### src/rtl/tuner_pkg.sv
// Shared tuner command/state encodings and sequencer FSM states.
// Widths are exported as macros so ports can be declared before the package is imported.
`ifndef TUNER_CMD_WIDTH
`define TUNER_CMD_WIDTH 2
`endif
`ifndef TUNER_STATE_WIDTH
`define TUNER_STATE_WIDTH 2
`endif

package tuner_pkg;

    typedef enum logic [`TUNER_CMD_WIDTH-1:0] {
        CMD_INIT   = 0,
        CMD_SEARCH = 1,
        CMD_LOCK   = 2,
        CMD_UNLOCK = 3
    } tuner_cmd_e;

    typedef enum logic [`TUNER_STATE_WIDTH-1:0] {
        TS_IDLE  = 0,
        TS_BUSY  = 1,
        TS_DONE  = 2,
        TS_ERROR = 3
    } tuner_state_e;

    typedef enum logic [2:0] {
        S_IDLE,
        S_ISSUE,
        S_WAIT,
        S_NEXT,
        S_UNLK_ISSUE,
        S_UNLK_WAIT,
        S_FAIL
    } tuner_seq_state_e;

    function automatic tuner_cmd_e tuner_step_next(input tuner_cmd_e step);
        case (step)
            CMD_INIT:   return CMD_SEARCH;
            CMD_SEARCH: return CMD_LOCK;
            default:    return CMD_LOCK;
        endcase
    endfunction

    function automatic string tuner_seq_state_to_string(input tuner_seq_state_e s);
        case (s)
            S_IDLE:       return "S_IDLE";
            S_ISSUE:      return "S_ISSUE";
            S_WAIT:       return "S_WAIT";
            S_NEXT:       return "S_NEXT";
            S_UNLK_ISSUE: return "S_UNLK_ISSUE";
            S_UNLK_WAIT:  return "S_UNLK_WAIT";
            S_FAIL:       return "S_FAIL";
            default:      return "S_UNKNOWN";
        endcase
    endfunction

endpackage

### src/rtl/tuner_sequencer_if.sv
// Command link between the sequencer (master) and the tuner FSM (slave).
// Valid/ready command channel plus the tuner state of the selected channel.
interface tuner_sequencer_if #(
    parameter int CH_W = 2
);
    import tuner_pkg::*;

    logic             cmd_valid_o;
    logic             cmd_ready_i;
    tuner_cmd_e       cmd_o;
    logic [CH_W-1:0]  ch_sel_o;
    tuner_state_e     tuner_state_i;

    modport master (
        output cmd_valid_o, cmd_o, ch_sel_o,
        input  cmd_ready_i, tuner_state_i
    );

    modport slave (
        input  cmd_valid_o, cmd_o, ch_sel_o,
        output cmd_ready_i, tuner_state_i
    );
endinterface

### src/rtl/tuner_sequencer_wait_timer.sv
// Wait-window counter: cleared on each command handshake, counts while enabled,
// expires on its TIMEOUT_CYCLES-th enabled cycle and saturates there.
module tuner_wait_timer #(
    parameter int TIMEOUT_CYCLES = 1024
) (
    input  logic clk,
    input  logic rst,
    input  logic i_clr,
    input  logic i_en,
    output logic o_expired
);
    localparam int CNT_W = (TIMEOUT_CYCLES > 1) ? $clog2(TIMEOUT_CYCLES) : 1;
    localparam logic [CNT_W-1:0] LAST = CNT_W'(TIMEOUT_CYCLES - 1);

    logic [CNT_W-1:0] r_cnt;

    always_ff @(posedge clk) begin
        if (rst || i_clr) begin
            r_cnt <= '0;
        end else if (i_en && (r_cnt != LAST)) begin
            r_cnt <= r_cnt + CNT_W'(1);
        end
    end

    assign o_expired = (r_cnt == LAST);
endmodule

### src/rtl/tuner_sequencer.sv
// Walks every channel through INIT/SEARCH/LOCK with bounded retries, tracks locked
// channels and unlocks them on request; command held stable until accepted.
module tuner_sequencer
    import tuner_pkg::*;
#(
    parameter int  NUM_CH         = 4,
    parameter int  TIMEOUT_CYCLES = 1024,
    parameter int  MAX_RETRY      = 3,
    localparam int CH_W           = (NUM_CH > 1) ? $clog2(NUM_CH) : 1
) (
    input  logic              clk,
    input  logic              rst,
    input  logic              start_i,
    input  logic              abort_i,
    input  logic              unlock_req_i,
    tuner_sequencer_if.master tun_if,
    output logic              busy_o,
    output logic              done_o,
    output logic              error_o,
    output logic [CH_W-1:0]   err_ch_o,
    output logic [NUM_CH-1:0] locked_mask_o
);
    localparam int RETRY_W = (MAX_RETRY > 0) ? $clog2(MAX_RETRY + 1) : 1;
    localparam logic [RETRY_W-1:0] MAX_RETRY_L = RETRY_W'(MAX_RETRY);
    localparam logic [CH_W-1:0]    CH_LAST     = CH_W'(NUM_CH - 1);

    tuner_seq_state_e    r_state;
    tuner_cmd_e          r_step;
    tuner_cmd_e          r_cmd;
    logic [CH_W-1:0]     r_ch;
    logic [RETRY_W-1:0]  r_retry;
    logic [NUM_CH-1:0]   r_mask;
    logic                r_cmd_valid;
    logic                r_busy;
    logic                r_done;
    logic                r_error;
    logic [CH_W-1:0]     r_err_ch;

    logic                w_hs;
    logic                w_expired;
    logic                w_wait;
    logic                w_tn_done;
    logic                w_tn_fail;
    logic [NUM_CH-1:0]   w_mask_rest;

    function automatic logic [CH_W-1:0] f_lowest(input logic [NUM_CH-1:0] m);
        f_lowest = '0;
        for (int i = NUM_CH - 1; i >= 0; i--) begin
            if (m[i]) f_lowest = CH_W'(i);
        end
    endfunction

    assign w_hs        = r_cmd_valid && tun_if.cmd_ready_i;
    assign w_wait      = (r_state == S_WAIT) || (r_state == S_UNLK_WAIT);
    assign w_tn_done   = (tun_if.tuner_state_i == TS_DONE);
    assign w_tn_fail   = (tun_if.tuner_state_i == TS_ERROR) || w_expired;
    assign w_mask_rest = r_mask & ~(NUM_CH'(1) << r_ch);

    tuner_wait_timer #(
        .TIMEOUT_CYCLES (TIMEOUT_CYCLES)
    ) u_wait_timer (
        .clk       (clk),
        .rst       (rst),
        .i_clr     (w_hs),
        .i_en      (w_wait),
        .o_expired (w_expired)
    );

    always_ff @(posedge clk) begin
        if (rst) begin
            r_state     <= S_IDLE;
            r_step      <= CMD_INIT;
            r_cmd       <= CMD_INIT;
            r_ch        <= '0;
            r_retry     <= '0;
            r_mask      <= '0;
            r_cmd_valid <= 1'b0;
            r_busy      <= 1'b0;
            r_done      <= 1'b0;
            r_error     <= 1'b0;
            r_err_ch    <= '0;
        end else begin
            r_done <= 1'b0;
            // Abort is the only case where a raised valid may be withdrawn.
            if (abort_i) begin
                r_state     <= S_IDLE;
                r_cmd_valid <= 1'b0;
                r_busy      <= 1'b0;
            end else begin
                case (r_state)
                    S_IDLE, S_FAIL: begin
                        if (start_i) begin
                            r_mask      <= '0;
                            r_error     <= 1'b0;
                            r_ch        <= '0;
                            r_retry     <= '0;
                            r_step      <= CMD_INIT;
                            r_cmd       <= CMD_INIT;
                            r_cmd_valid <= 1'b1;
                            r_busy      <= 1'b1;
                            r_state     <= S_ISSUE;
                        end else if ((r_state == S_IDLE) && unlock_req_i) begin
                            if (|r_mask) begin
                                r_ch        <= f_lowest(r_mask);
                                r_cmd       <= CMD_UNLOCK;
                                r_cmd_valid <= 1'b1;
                                r_busy      <= 1'b1;
                                r_state     <= S_UNLK_ISSUE;
                            end else begin
                                r_done <= 1'b1;
                            end
                        end
                    end
                    S_ISSUE: begin
                        if (w_hs) begin
                            r_cmd_valid <= 1'b0;
                            r_state     <= S_WAIT;
                        end
                    end
                    S_WAIT: begin
                        if (w_tn_done) begin
                            if (r_step == CMD_LOCK) begin
                                r_mask[r_ch] <= 1'b1;
                                r_state      <= S_NEXT;
                            end else begin
                                r_step      <= tuner_step_next(r_step);
                                r_cmd       <= tuner_step_next(r_step);
                                r_cmd_valid <= 1'b1;
                                r_state     <= S_ISSUE;
                            end
                        end else if (w_tn_fail) begin
                            if (r_retry < MAX_RETRY_L) begin
                                r_retry     <= r_retry + RETRY_W'(1);
                                r_step      <= CMD_INIT;
                                r_cmd       <= CMD_INIT;
                                r_cmd_valid <= 1'b1;
                                r_state     <= S_ISSUE;
                            end else begin
                                r_error  <= 1'b1;
                                r_err_ch <= r_ch;
                                r_busy   <= 1'b0;
                                r_state  <= S_FAIL;
                            end
                        end
                    end
                    S_NEXT: begin
                        r_retry <= '0;
                        if (r_ch == CH_LAST) begin
                            r_done  <= 1'b1;
                            r_busy  <= 1'b0;
                            r_state <= S_IDLE;
                        end else begin
                            r_ch        <= r_ch + CH_W'(1);
                            r_step      <= CMD_INIT;
                            r_cmd       <= CMD_INIT;
                            r_cmd_valid <= 1'b1;
                            r_state     <= S_ISSUE;
                        end
                    end
                    S_UNLK_ISSUE: begin
                        if (w_hs) begin
                            r_cmd_valid <= 1'b0;
                            r_state     <= S_UNLK_WAIT;
                        end
                    end
                    S_UNLK_WAIT: begin
                        // Unlock has no retry path: any failure is terminal.
                        if (w_tn_done) begin
                            r_mask[r_ch] <= 1'b0;
                            if (|w_mask_rest) begin
                                r_ch        <= f_lowest(w_mask_rest);
                                r_cmd_valid <= 1'b1;
                                r_state     <= S_UNLK_ISSUE;
                            end else begin
                                r_done  <= 1'b1;
                                r_busy  <= 1'b0;
                                r_state <= S_IDLE;
                            end
                        end else if (w_tn_fail) begin
                            r_error  <= 1'b1;
                            r_err_ch <= r_ch;
                            r_busy   <= 1'b0;
                            r_state  <= S_FAIL;
                        end
                    end
                    default: begin
                        r_cmd_valid <= 1'b0;
                        r_busy      <= 1'b0;
                        r_state     <= S_IDLE;
                    end
                endcase
            end
        end
    end

    assign tun_if.cmd_valid_o = r_cmd_valid;
    assign tun_if.cmd_o       = r_cmd;
    assign tun_if.ch_sel_o    = r_ch;
    assign busy_o             = r_busy;
    assign done_o             = r_done;
    assign error_o            = r_error;
    assign err_ch_o           = r_err_ch;
    assign locked_mask_o      = r_mask;
endmodule

### src/flat_wrapper.sv
// flat-port wrapper written by rule: the top's interface ports become plain ports
module tuner_sequencer_flat import tuner_pkg::*;
#(
    parameter int  NUM_CH         = 4,
    parameter int  TIMEOUT_CYCLES = 1024,
    parameter int  MAX_RETRY      = 3,
    localparam int CH_W           = (NUM_CH > 1) ? $clog2(NUM_CH) : 1
)
  (clk, rst, start_i, abort_i, unlock_req_i, busy_o, done_o, error_o, err_ch_o, locked_mask_o, tun_if_cmd_valid_o, tun_if_cmd_o, tun_if_ch_sel_o, tun_if_cmd_ready_i, tun_if_tuner_state_i);
  tuner_sequencer_if #(.CH_W((2))) tun_if_i ();
  input  logic clk;
  input  logic rst;
  input  logic start_i;
  input  logic abort_i;
  input  logic unlock_req_i;
  output logic busy_o;
  output logic done_o;
  output logic error_o;
  output logic [CH_W-1:0] err_ch_o;
  output logic [NUM_CH-1:0] locked_mask_o;
  output wire logic [$bits(tun_if_i.cmd_valid_o)-1:0] tun_if_cmd_valid_o;
  output wire logic [$bits(tun_if_i.cmd_o)-1:0] tun_if_cmd_o;
  output wire logic [$bits(tun_if_i.ch_sel_o)-1:0] tun_if_ch_sel_o;
  input wire logic [$bits(tun_if_i.cmd_ready_i)-1:0] tun_if_cmd_ready_i;
  input wire logic [$bits(tun_if_i.tuner_state_i)-1:0] tun_if_tuner_state_i;
  assign tun_if_cmd_valid_o = tun_if_i.cmd_valid_o;
  assign tun_if_cmd_o = tun_if_i.cmd_o;
  assign tun_if_ch_sel_o = tun_if_i.ch_sel_o;
  assign tun_if_i.cmd_ready_i = tun_if_cmd_ready_i;
  assign tun_if_i.tuner_state_i = tun_if_tuner_state_i;
  tuner_sequencer #(.NUM_CH(NUM_CH), .TIMEOUT_CYCLES(TIMEOUT_CYCLES), .MAX_RETRY(MAX_RETRY)) u_core (.clk(clk), .rst(rst), .start_i(start_i), .abort_i(abort_i), .unlock_req_i(unlock_req_i), .tun_if(tun_if_i), .busy_o(busy_o), .done_o(done_o), .error_o(error_o), .err_ch_o(err_ch_o), .locked_mask_o(locked_mask_o));
endmodule
### config.mk
export PLATFORM = sky130hd
export DESIGN_NAME = tuner_sequencer_flat
export DESIGN_NICKNAME = d
export VERILOG_FILES = /design/src/rtl/tuner_pkg.sv /design/src/rtl/tuner_sequencer_if.sv /design/src/rtl/tuner_sequencer_wait_timer.sv /design/src/rtl/tuner_sequencer.sv /design/src/flat_wrapper.sv
export SDC_FILE = /design/constraint.sdc
export NUM_CORES = 1
export LEC_CHECK = 0
export BUFFER_PORTS_ARGS = -buffer_cell sky130_fd_sc_hd__buf_2
export CORE_AREA = 2 2 90 92
export CTS_CLUSTER_SIZE = 8
export DETAILED_ROUTE_END_ITERATION = 8
export DIE_AREA = 0 0 92 94
export GPL_ROUTABILITY_DRIVEN = 0
export PLACE_DENSITY_LB_ADDON = 0.05
export SLEW_MARGIN = 20
export SYNTH_ARGS = -nofsm -noshare
export SYNTH_HDL_FRONTEND = slang
export SYNTH_HIERARCHICAL = 1
export SYNTH_SLANG_ARGS = --single-unit
### constraint.sdc
create_clock -name clk -period 2.2 [get_ports clk]
set_input_delay 0.11 -clock clk [delete_from_list [all_inputs] [get_ports clk]]
set_output_delay 0.11 -clock clk [all_outputs]
set_load 0.005 [all_outputs]
After elaboration in Yosys (flattened, before gate mapping):

Index checks and enable logic that the tools add are counted.

* register bits: 31
* word-level logic and storage cells: 181
* output and inout port bits: 14
* input port bits: 8

* magnitude comparators: 3
* eq/ne operators: 35
* multiplexer cells: 92
* add/subtract/negate cells: 3
* reduce and logical (&&, ||, !) cells: 28
* shifts and indexed selects: 1
* bitwise operators: 7

Operator list (count)
* 2-to-1 mux 2 bit: 33
* 2-to-1 mux 3 bit: 11
* 2-to-1 mux 1 bit: 32
* case mux 2 bit (3 select lines): 4
* AND reduction 7 bit: 3
* != test 2 bit, second input constant: 10
* case mux 3 bit (6 select lines): 1
* AND reduction 6 bit: 3
* AND reduction 9 bit: 2
* 2-to-1 mux 4 bit: 4
* AND reduction 8 bit: 2
* != test 2 x 1 -> 1 bit, second input constant: 6
* case mux 4 bit (3 select lines): 1
* adder 10 x 1 -> 10 bit, second input constant: 1
* == test 10 bit, second input constant: 1
* != test 10 bit, second input constant: 1
* case mux 1 bit (5 select lines): 2
* == test 3 bit, second input constant: 3
* != test 3 x 2 -> 1 bit, second input constant: 3
* nonzero test 3 bit: 3
* bitwise AND 4 bit: 2
* == test 2 bit, second input constant: 4
* inverter 4 bit: 2
* OR reduction 4 bit: 2
* 20 further kinds: 33

Depth between registers and ports, before layout:

Gate-level depths: netlist of the first run.

* depth after elaboration: 10
* mapped depth: 9
* mapped depth without buffers: 8

Cells and area by module:

Netlist of the first run, hierarchy kept.

Modules (own cells, without submodules)
* tuner_sequencer: times used 1, area each 1626.6 µm², cells each 203
* tuner_wait_timer: times used 1, area each 593.1 µm², cells each 68

Worst setup path after synthesis of the first run:

OpenSTA, ideal clock, no wires.

* path kind: register to register
* from: reg u_core.u_wait_timer.r_cnt[0]
* to: reg u_core.r_err_ch[0] (netlist: u_core/err_ch_o[0])
* required time: 2.072 ns
* cell stages (with the launch flop): 10
* path slack: 0.200 ns
* arrival: 1.872 ns
* cells stage by stage: dfxtp_1 > ha_1 > and2_2 > clkbuf_4 > and3_2 > nor2_1 > a21oi_1 > a21boi_1 > mux2i_1 > nor2_1

* word-level cells in the longest chain between the ends: 4

Ends and longest elaborated chain
* start, declared: RTL line tuner_sequencer_wait_timer.sv:15 `logic [CNT_W-1:0] r_cnt;`
* start signal, assigned: RTL line tuner_sequencer_wait_timer.sv:21 `r_cnt <= r_cnt + CNT_W'(1);`
* == test 10 bit *: RTL line tuner_sequencer_wait_timer.sv:25 `assign o_expired = (r_cnt == LAST);`
* named net u_core.w_expired: RTL line tuner_sequencer.sv:40 `logic w_expired;`
* logical OR 1 bit *: RTL line tuner_sequencer.sv:56 `assign w_tn_fail = (tun_if.tuner_state_i == TS_ERROR) || w_expired;`
* != test 2 x 1 -> 1 bit (no line)
* AND reduction 7 bit (no line) *
* end signal, assigned: RTL line tuner_sequencer.sv:140 `r_err_ch <= r_ch;`
* end signal, assigned: RTL line tuner_sequencer.sv:181 `r_err_ch <= r_ch;`
* end, declared: RTL line tuner_sequencer.sv:37 `logic [CH_W-1:0] r_err_ch;`

The timed path passes the listed nets; every way through them passes the cells marked *.
A chain may end at the register's enable or synchronous reset.

Worst setup path in the final report of the first run:

* from: reg u_core.u_wait_timer.r_cnt[1]
* to: reg u_core.r_step[1]

* word-level cells in the longest chain between the ends: 4

Ends and longest elaborated chain
* == test 10 bit: RTL line tuner_sequencer_wait_timer.sv:25
* named net u_core.w_expired: RTL line tuner_sequencer.sv:40
* logical OR 1 bit: RTL line tuner_sequencer.sv:56
* != test 3 x 1 -> 1 bit (no line)
* AND reduction 7 bit (no line)
* end signal, assigned: RTL line tuner_sequencer.sv:126 `r_step <= tuner_step_next(r_step);`
* end, declared: RTL line tuner_sequencer.sv:28 `tuner_cmd_e r_step;`

The timed path passes the listed nets, and every way through them passes these cells.

==> results.py, run 1 <==
metrics = {
    "power": {
        "power_w": 0.00170,
        "p_leak_nw": 1.02,
        "p_per_area_nw_per_um2": 629,
        "peakVddDrop_mv": 0.238,
    },
    "flow_run": {
        "drv_cap": 0,
    },
    "worst_setup_path": {
        "setup.worst_path.start": "u_core/u_wait_timer/r_cnt[1]$_SDFFE_PP0P_",
        "cp.arrival_ps": 2170,
        "crit_type": "register to register",
        "crit_top_cell": "nor2_1",
        "startpoint_type": "register",
        "worst_path_largest_cell_delay_ps": 340,
        "r2r_slack_ps": 190,
        "r2r_cells": 9,
        "timing.rr.end": "u_core/r_step[1]$_SDFFE_PP0P_",
        "regToRegStartpoint": "u_core/u_wait_timer/r_cnt[1]$_SDFFE_PP0P_",
        "crit_end": "u_core/r_step[1]$_SDFFE_PP0P_",
        "path_cells": "ha_1, and2_2, and3_2, nor2_1, a21oi_1, buf_4, o211ai_1, mux2i_1, nor2_1",
        "endpoint_kind": "register",
        "cp_max_fo": 4,
        "critPathRequiredTime_ps": 2360,
        "slowest_stage": "dfxtp_1",
    },
    "timing": {
        "fmax_ghz": 0.497,
        "rsz0062_at_grt": "no",
        "setup_viol": 0,
        "tightest_slew_ps": 528,
        "hold_violations": 0,
        "max_slew_margin_pct": 64.8,
        "fin_setup_tns_ps": 0,
        "finalCritPeriodShare_pct": 91.4,
        "drv_slew": 0,
        "finClkSkew_ps": 4.48,
        "period_needed_ps": 2010,
    },
    "routing": {
        "ant_nets": 0,
        "dr.pass1.iters": 4,
        "via_count": 2167,
        "route.detailed.drc": 0,
        "drt_iter0_markers": 111,
        "via_per_inst": 5.22,
        "wirelength_um": 6510,
        "wl_per_cell_um": 15.7,
    },
    "cells_and_area": {
        "fin_util_pct": 35.5,
        "layout-drive-gt1-share_pct": 27.5,
        "area_growth_pct": 21.5,
        "diodes": 0,
        "finalNetCount": 326,
        "final_cell_mix": "nand2_1, dfxtp_1, buf_4",
        "layout_commonest_cell": "nand2_1",
    },
    "clock_network": {
        "cts_setup_buffers": 0,
        "clk_pin_slew_ps": 70,
        "clockRootBuffer": "clkbuf_8",
        "cts-hold-fix-buffers": 0,
        "cts_tree": "built",
        "clk-insertion-delay-late_ps": 290,
        "clock-sinks": 31,
        "h-tree-depth": 2,
        "cts_resized": 0,
        "numCtsBuffers": 5,
        "clk_path_buf_depth": 2,
    },
    "synth": {
        "yosys_warnings": 6,
        "avgSynthCellArea_um2": 8.19,
        "async_flop_share_pct": 0,
        "syn-num-nets": 285,
        "yosysSeqAreaShare_pct": 28.0,
        "syn_inst": 271,
        "ys_ff_latch": 31,
        "synthSimpleGateAreaFrac_pct": 28.2,
        "synthAdderAreaFrac_pct": 3.83,
        "syn_area_um2": 2220,
        "ys_types": 70,
        "synth_ff_type": "dfxtp_1",
        "synth_compound_area_share_pct": 25.5,
        "synth_edf_count": 0,
        "synth_top_family_by_area": "simple AND/OR/NAND/NOR gates",
        "synthMuxAreaShare_pct": 5.92,
        "synthXorXnorAreaFrac_pct": 1.58,
    },
    "global_routing": {
        "first_global_vias": 2122,
        "grt-busiest-layer": "met2",
        "antenna_found_initial": 0,
        "track_usage_pct": 16.2,
        "overflow": 0,
        "grtUsageMet3_pct": 3.13,
        "met1_usage_pct": 22.3,
        "grt_pass1_wl_um": 10900,
        "grtUsageMet2_pct": 25.1,
        "grt_max_degree": 25,
    },
    "floorplan": {
        "core_um2": 7610,
        "ioPinCount": 22,
        "die_w_um": 92,
        "die_h_um": 94,
        "num_rows": 32,
        "start_util_pct": 29.2,
        "design.die.area_um2": 8650,
    },
    "place": {
        "dpl.hpwl_um": 4960,
        "portBuffers": 21,
    },
    "run_status": {
        "outcome": "finished clean",
    },
    "worst_hold_path": {
        "hp-class": "input port to register",
    },
}
-- how the worst min path moves through the flow --
stage                     startpoint                             end  cells past startpoint
after global routing         abort_i  u_core/r_state[1]$_SDFFE_PP0P_                      2
after floorplan              abort_i  u_core/r_state[1]$_SDFFE_PP0P_                      1
after CTS                    abort_i  u_core/r_state[2]$_SDFFE_PP0P_                      2
after global placement       abort_i  u_core/r_state[2]$_SDFFE_PP0P_                      2
final                        abort_i  u_core/r_state[2]$_SDFFE_PP0P_                      2
after detailed placement     abort_i  u_core/r_state[2]$_SDFFE_PP0P_                      2
-- metal layers --
metal | wire, µm | vias up | share of wire [%]
met5 | 0 | - | 0
met4 | 102 | 0 | 1.6
li1 | - | 1089 | -
met2 | 2920 | 42 | 45
met1 | 3260 | 1026 | 50
met3 | 227 | 10 | 3.5
-- cell usage after synthesis (all sizes together) (2+ instances only) --
library cell | count | share of area, %
and4 | 3 | 1.3
mux2i | 12 | 5.4
clkbuf | 8 | 1.6
nand3b | 3 | 1.0
a21oi | 10 | 2.3
a31oi | 11 | 3.1
a21o | 2 | 0.68
inv | 14 | 2.4
nand2b | 3 | 0.85
a22oi | 4 | 1.4
nor2 | 17 | 3.0
nor3 | 9 | 2.3
a211oi | 11 | 3.7
o31ai | 3 | 1.0
buf | 7 | 3.0
and3 | 4 | 1.2
or3 | 5 | 1.5
and2 | 2 | 0.62
dfxtp | 31 | 28
a21boi | 2 | 0.68
xnor2 | 3 | 1.2
nand2 | 33 | 5.6
o21ai | 10 | 2.3
nand3 | 7 | 1.8
o211ai | 4 | 1.6
nor4 | 2 | 0.56
o221a | 2 | 1.0
or2 | 5 | 1.4
nor2b | 6 | 1.7
or2b | 2 | 0.68
nand4 | 3 | 1.5
a2111oi | 4 | 3.0
a32o | 2 | 0.90
ha | 6 | 3.4
-- power breakdown --
group / internal [W] / switching [W]
clock network: 0.000367 / 0.000236
registers: 0.000590 / 0.0000296
logic: 0.000207 / 0.000266
-- through the flow --
stage / std cells / hold WS (ps) / instance area (µm²) / setup slack (ps)
finish: 415 / 140 / 2700 / 188
global route: 415 / 151 / 2700 / 24.1
CTS: 415 / 127 / 2680 / 29.6
detailed placement: 407 / 445 / 2560 / 45.4
global placement: 407 / 451 / 2560 / 48.3
floorplan: 271 / 186 / 2220 / 200
-- registers in the layout, indices dropped and copies added, names as in the netlist --
| name | flops |
|---|---|
| u_core/tun_if.cmd_o | 2 |
| u_core/busy_o | 1 |
| u_core/error_o | 1 |
| u_core/tun_if.ch_sel_o | 2 |
| u_core/tun_if.cmd_valid_o | 1 |
| u_core/u_wait_timer/r_cnt | 10 |
| u_core/r_retry | 2 |
| u_core/done_o | 1 |
| u_core/r_step | 2 |
| u_core/err_ch_o | 2 |
| u_core/r_state | 3 |
| u_core/locked_mask_o | 4 |
-- kinds of logic after synthesis --
logic type	after synthesis
AOI/OAI and AO/OA	75
xor gates and xnor gates	4
adders and majority gates	7
buffers and inverters	29
DFF	31
muxes	13
and+or+nand+nor	112
-- layout make-up --
cell class | count | area (µm²)
fill | 844 | 4910
multi-input combinational | 211 | 1460
sequential | 31 | 621
timing repair buffer | 49 | 315
tap | 102 | 128
clock buffer | 6 | 82.6
inverter | 14 | 52.6
clock inverter | 2 | 35.0
-- worst max-delay path, delay by kind of cell, from the launching register on --
kind | cells | cell delay, ps
AND/OR/NAND/NOR | 4 | 620
buffers and inverters | 1 | 160
multiplexers | 1 | 240
adder cells (fa/ha/maj) | 1 | 210
flip-flops | 1 | 340
AO/OA/AOI/OAI | 2 | 320
Note: power is estimated with default switching activity, not from simulation.
==> run 2, diff against run 1 <==
- ABC_AREA: unset -> 1
- CORE_AREA: 2 2 90 92 -> 2 2 89 91
- DIE_AREA: 0 0 92 94 -> 0 0 91 93
==> results.py, run 2 <==
metrics = {
    "power": {
        "peakVddDrop_mv": 0.250,
        "p_leak_nw": 1.21,
        "p_per_area_nw_per_um2": 697,
    },
    "global_routing": {
        "grt_pass1_wl_um": 10600,
        "grt_max_degree": 16,
        "track_usage_pct": 15.9,
        "overflow": 0,
        "first_global_vias": 2171,
        "antenna_found_initial": 0,
    },
    "cells_and_area": {
        "layout-drive-gt1-share_pct": 15.7,
        "diodes": 0,
        "layout_commonest_cell": "nand2_1",
        "final_cell_mix": "nand2_1, nor2_1, inv_1",
        "area_growth_pct": 14.2,
        "seq_area_um2": 621,
        "top_register": "u_core/u_wait_timer/r_cnt",
        "n_fill_cell": 907,
        "multiInputGateArea_um2": 1370,
        "largest_reg_flops": 10,
        "finalNetCount": 408,
    },
    "clock_network": {
        "clk-insertion-delay-late_ps": 280,
        "clockRootBuffer": "clkbuf_8",
        "clk_path_buf_depth": 2,
        "numCtsBuffers": 5,
        "cts-hold-fix-buffers": 0,
        "h-tree-depth": 2,
        "clock-sinks": 31,
        "cts_setup_buffers": 0,
        "cts_tree": "built",
        "clk_pin_slew_ps": 70,
        "cts_resized": 0,
    },
    "timing": {
        "rsz0062_at_grt": "no",
        "finalCritPeriodShare_pct": 86.3,
        "fmax_ghz": 0.527,
        "fin_setup_tns_ps": 0,
        "hold_violations": 0,
        "max_slew_margin_pct": 74.8,
        "tightest_slew_ps": 377,
        "period_needed_ps": 1900,
        "finClkSkew_ps": 4.53,
        "hold_slack_ps": 204,
        "drv_slew": 0,
        "setup_viol": 0,
    },
    "flow_run": {
        "drv_cap": 0,
    },
    "synth": {
        "syn_area_um2": 2190,
        "synth_top_area_share_pct": 28.3,
        "ys_ff_latch": 31,
        "synthMostInstantiatedCell": "nand2_1",
        "syn_inst": 367,
        "ys_types": 28,
        "synth_top_area_cell": "dfxtp_1",
        "async_flop_share_pct": 0,
        "avgSynthCellArea_um2": 5.98,
        "synth_edf_count": 0,
        "syn-num-nets": 381,
        "synth_ff_type": "dfxtp_1",
        "yosys_warnings": 6,
        "synthTopCellsByArea": "dfxtp_1, nand2_1, nor2_1, inv_1, nand3_1",
        "yosysSeqAreaShare_pct": 28.3,
        "synthTopCellsByCount": "nand2_1, nor2_1, inv_1",
    },
    "routing": {
        "ant_nets": 0,
        "dr.pass1.iters": 4,
        "dr_wl_met2_um": 2690,
        "drt_iter0_markers": 160,
        "wl_met3_um": 179,
        "routed.top_layer": "met4",
        "wirelength_um": 6200,
        "wl_met1_um": 3230,
        "via_per_inst": 4.53,
        "via_count": 2249,
        "wl_per_cell_um": 12.5,
        "route.detailed.drc": 0,
    },
    "worst_setup_path": {
        "startpoint_type": "register",
        "crit_type": "register to register",
        "endpoint_kind": "register",
        "setup.worst_path.start": "u_core/u_wait_timer/r_cnt[0]$_SDFFE_PP0P_",
        "regToRegStartpoint": "u_core/u_wait_timer/r_cnt[0]$_SDFFE_PP0P_",
        "cp.arrival_ps": 2070,
        "critPathRequiredTime_ps": 2380,
        "cp_max_fo": 5,
    },
    "place": {
        "portBuffers": 21,
        "dpl.hpwl_um": 5040,
    },
    "floorplan": {
        "ioPinCount": 22,
        "die_h_um": 93,
        "die_w_um": 91,
        "core_um2": 7530,
        "num_rows": 32,
        "start_util_pct": 29.2,
        "design.die.area_um2": 8460,
    },
    "run_status": {
        "outcome": "finished clean",
    },
    "worst_hold_path": {
        "hp-class": "input port to register",
        "worstHoldStart": "rst",
    },
}
-- run 2: changes by cell type in the layout (fill, tap and decap cells not counted), sizes merged, moves of 10 or more --
| cell | change |
|---|---|
| a31oi | -10 |
| inv | +31 |
| nand3 | +25 |
| nand2 | +84 |
| buf | -25 |
| a211oi | -11 |
| mux2i | -12 |
| a21oi | +12 |
| nor2 | +66 |
-- run 2: cells by family after synthesis --
group	synth area share [%]
simple gates	49.8
fa+ha+maj	3.42
buf+inv	9.12
compound gates	9.41
flops	28.3
-- run 2: layout make-up --
class | count | share of cell area, %
multi-input combinational | 287 | 54.8
timing repair buffer | 24 | 5.09
clock buffer | 6 | 3.30
inverter | 45 | 6.74
clock inverter | 1 | 0.200
tap | 102 | 5.09
sequential | 31 | 24.8
-- run 2: worst paths after layout --
kind | slack, ps | to | cells past startpoint
max reg2reg | 300 | u_core/r_retry[1]$_SDFFE_PP0P_ | 14
min reg2reg | 460 | u_core/busy_o$_SDFFE_PP0P_ | 2
min | 200 | u_core/locked_mask_o[3]$_SDFFE_PP0P_ | 2
max | 300 | u_core/r_retry[1]$_SDFFE_PP0P_ | 14
-- run 2: through the flow --
stage | std cells | utilization [%] | setup slack (ps) | instance area [µm²] | total power [W]
after detailed placement | 489 | 32.1 | 351 | 2420 | 0.00130
after floorplan | 367 | - | 385 | 2190 | 0.00113
after CTS | 496 | 33.3 | 321 | 2510 | 0.00178
final | 496 | 33.3 | 301 | 2510 | 0.00175
after global placement | 489 | 32.1 | 426 | 2420 | 0.00130
after global routing | 496 | 33.3 | 157 | 2510 | 0.00190
-- run 2: where the power goes --
part | internal, W | switching (W)
combinational | 0.000209 | 0.000408
sequential | 0.000616 | 0.0000547
clock | 0.000245 | 0.000214
-- run 2: worst max-delay path, stage by stage, from the launching register on --
cell     delay (ps)
dfxtp_1         410
ha_1            220
inv_1            60
nor2_2          140
nand3_4          80
inv_2            60
nor2_1           60
nand2_1         140
nand2_2         100
nor2_4          130
nand2_1          70
nor2_2          150
nand2_1          70
nand2_1          60
nor2_1           40
-- run 2: routing by layer --
layer  GRT usage (%)  up-vias
met5               0        -
li1                -     1203
met3            2.74        8
met1            22.3     1003
met2            24.2       35
met4            6.06        0
==> run 3, diff against run 2 <==
- CELL_PAD_IN_SITES_DETAIL_PLACEMENT: unset -> 1
- CELL_PAD_IN_SITES_GLOBAL_PLACEMENT: unset -> 2
- CORE_AREA: 2 2 89 91 -> 2 2 88 90
- DIE_AREA: 0 0 91 93 -> 0 0 90 92
==> results.py, run 3 (same netlist as run 2, synthesis figures left out) <==
metrics = {
    "run_status": {
        "outcome": "finished clean",
    },
    "global_routing": {
        "antenna_found_initial": 0,
        "grt_max_degree": 16,
        "overflow": 0,
        "grt_pass1_wl_um": 11500,
        "track_usage_pct": 17.5,
        "first_global_vias": 2314,
    },
    "worst_setup_path": {
        "cp_top_family": "simple AND/OR/NAND/NOR gates",
        "crit_end": "u_core/r_retry[0]$_SDFFE_PP0P_",
        "cp.arrival_ps": 2040,
        "crit_type": "register to register",
        "cp_max_fo": 5,
        "slowest_stage": "dfxtp_1",
        "r2r_slack_ps": 350,
        "worst_path_largest_cell_delay_ps": 390,
        "endpoint_kind": "register",
        "crit_cells": 14,
        "path_cells": "ha_1, inv_1, nor2_2, nand3_4, inv_2, nor2_1, nand2_1, nand2_2, nor2_4, nand2_1, nor2_2, nand2_1, nand2_1, nor2_1",
        "regToRegStartpoint": "u_core/u_wait_timer/r_cnt[0]$_SDFFE_PP0P_",
        "timing.rr.end": "u_core/r_retry[0]$_SDFFE_PP0P_",
        "cp.buffers_inverters": 2,
        "setup.worst_path.start": "u_core/u_wait_timer/r_cnt[0]$_SDFFE_PP0P_",
        "crit_top_cell": "nand2_1",
        "critPathRequiredTime_ps": 2390,
        "r2r_cells": 14,
        "startpoint_type": "register",
    },
    "floorplan": {
        "start_util_pct": 29.5,
        "core_um2": 7450,
        "die_w_um": 90,
        "num_rows": 32,
        "ioPinCount": 22,
        "design.die.area_um2": 8280,
        "die_h_um": 92,
    },
    "routing": {
        "wl_met3_um": 143,
        "via_count": 2270,
        "routed.top_layer": "met4",
        "dr.pass1.iters": 4,
        "wl_met1_um": 3280,
        "via_per_inst": 4.57,
        "ant_nets": 0,
        "wirelength_um": 6840,
        "dr_wl_met2_um": 3370,
        "route.detailed.drc": 0,
        "drt_iter0_markers": 47,
        "wl_per_cell_um": 13.8,
    },
    "cells_and_area": {
        "area_growth_pct": 14.5,
        "final_cell_mix": "nand2_1, nor2_1, inv_1",
        "n_fill_cell": 1029,
        "finalNetCount": 409,
        "layout_commonest_cell": "nand2_1",
        "layout-drive-gt1-share_pct": 15.9,
        "diodes": 0,
        "top_register": "u_core/u_wait_timer/r_cnt",
        "largest_reg_flops": 10,
        "fin_util_pct": 33.8,
    },
    "flow_run": {
        "drv_cap": 0,
    },
    "timing": {
        "finClkSkew_ps": 8.63,
        "fin_setup_tns_ps": 0,
        "setup_viol": 0,
        "finalCritPeriodShare_pct": 84.1,
        "drv_slew": 0,
        "hold_violations": 0,
        "fmax_ghz": 0.540,
        "tightest_slew_ps": 427,
        "max_slew_margin_pct": 71.5,
        "rsz0062_at_grt": "no",
        "period_needed_ps": 1850,
    },
    "clock_network": {
        "cts_tree": "built",
        "clock-sinks": 31,
        "cts_resized": 0,
        "clockRootBuffer": "clkbuf_8",
        "clk-insertion-delay-late_ps": 290,
        "clk_path_buf_depth": 2,
        "numCtsBuffers": 5,
        "cts-hold-fix-buffers": 0,
        "cts_setup_buffers": 0,
        "clk_pin_slew_ps": 70,
        "h-tree-depth": 2,
    },
    "place": {
        "dpl.hpwl_um": 5500,
        "portBuffers": 21,
    },
    "worst_hold_path": {
        "hp-class": "input port to register",
    },
    "power": {
        "p_per_area_nw_per_um2": 708,
        "p_leak_nw": 1.21,
        "peakVddDrop_mv": 0.188,
    },
}
run 3: final cells by class:
class	instances	area (µm²)	share of cell area [%]
inverters	45	169	6.72
clock inverters	1	5.00	0.199
well taps	102	128	5.08
flip-flops and latches	31	621	24.7
repair buffers	25	135	5.38
multi-input cells	287	1370	54.7
clock buffers	6	82.6	3.29
run 3: worst min-delay path by stage:
stage	slack [ps]	from	to	depth (start not counted)
final	190	abort_i	u_core/err_ch_o[1]$_SDFFE_PP0P_	4
after global routing	210	abort_i	u_core/err_ch_o[1]$_SDFFE_PP0P_	4
after CTS	180	abort_i	u_core/err_ch_o[1]$_SDFFE_PP0P_	4
after detailed placement	460	u_core/busy_o$_SDFFE_PP0P_	u_core/busy_o$_SDFFE_PP0P_	2
after global placement	450	u_core/busy_o$_SDFFE_PP0P_	u_core/busy_o$_SDFFE_PP0P_	2
after floorplan	260	rst	u_core/u_wait_timer/r_cnt[6]$_SDFFE_PP0P_	3
run 3: through the flow:
| step | setup slack, ps | total power [W] | cell area, µm² | instances | hold WS [ps] |
|---|---|---|---|---|---|
| after floorplan | 385 | 0.00113 | 2190 | 367 | 261 |
| after global placement | 419 | 0.00132 | 2430 | 490 | 447 |
| after detailed placement | 321 | 0.00131 | 2430 | 490 | 457 |
| after CTS | 312 | 0.00182 | 2510 | 497 | 177 |
| after global routing | 100 | 0.00194 | 2510 | 497 | 211 |
| final | 350 | 0.00178 | 2510 | 497 | 188 |
run 3: where the power goes:
part           switching (W)  internal, W
sequential         0.0000566     0.000616
combinational       0.000410     0.000212
clock               0.000239     0.000246
run 3: per-layer routing:
layer  GRT usage, %  vias to the layer above
li1               -                     1205
met1           22.8                     1041
met2           30.6                       19
met3           2.38                        5
met4           4.62                        0
met5              0                        -
run 3: worst register-to-register path, cell delays in order, from the launching register on:
cell and delay, ps:
dfxtp_1 390, ha_1 220, inv_1 60, nor2_2 140, nand3_4 80, inv_2 60, nor2_1 60, nand2_1 140
nand2_2 90, nor2_4 130, nand2_1 80, nor2_2 140, nand2_1 70, nand2_1 60, nor2_1 40
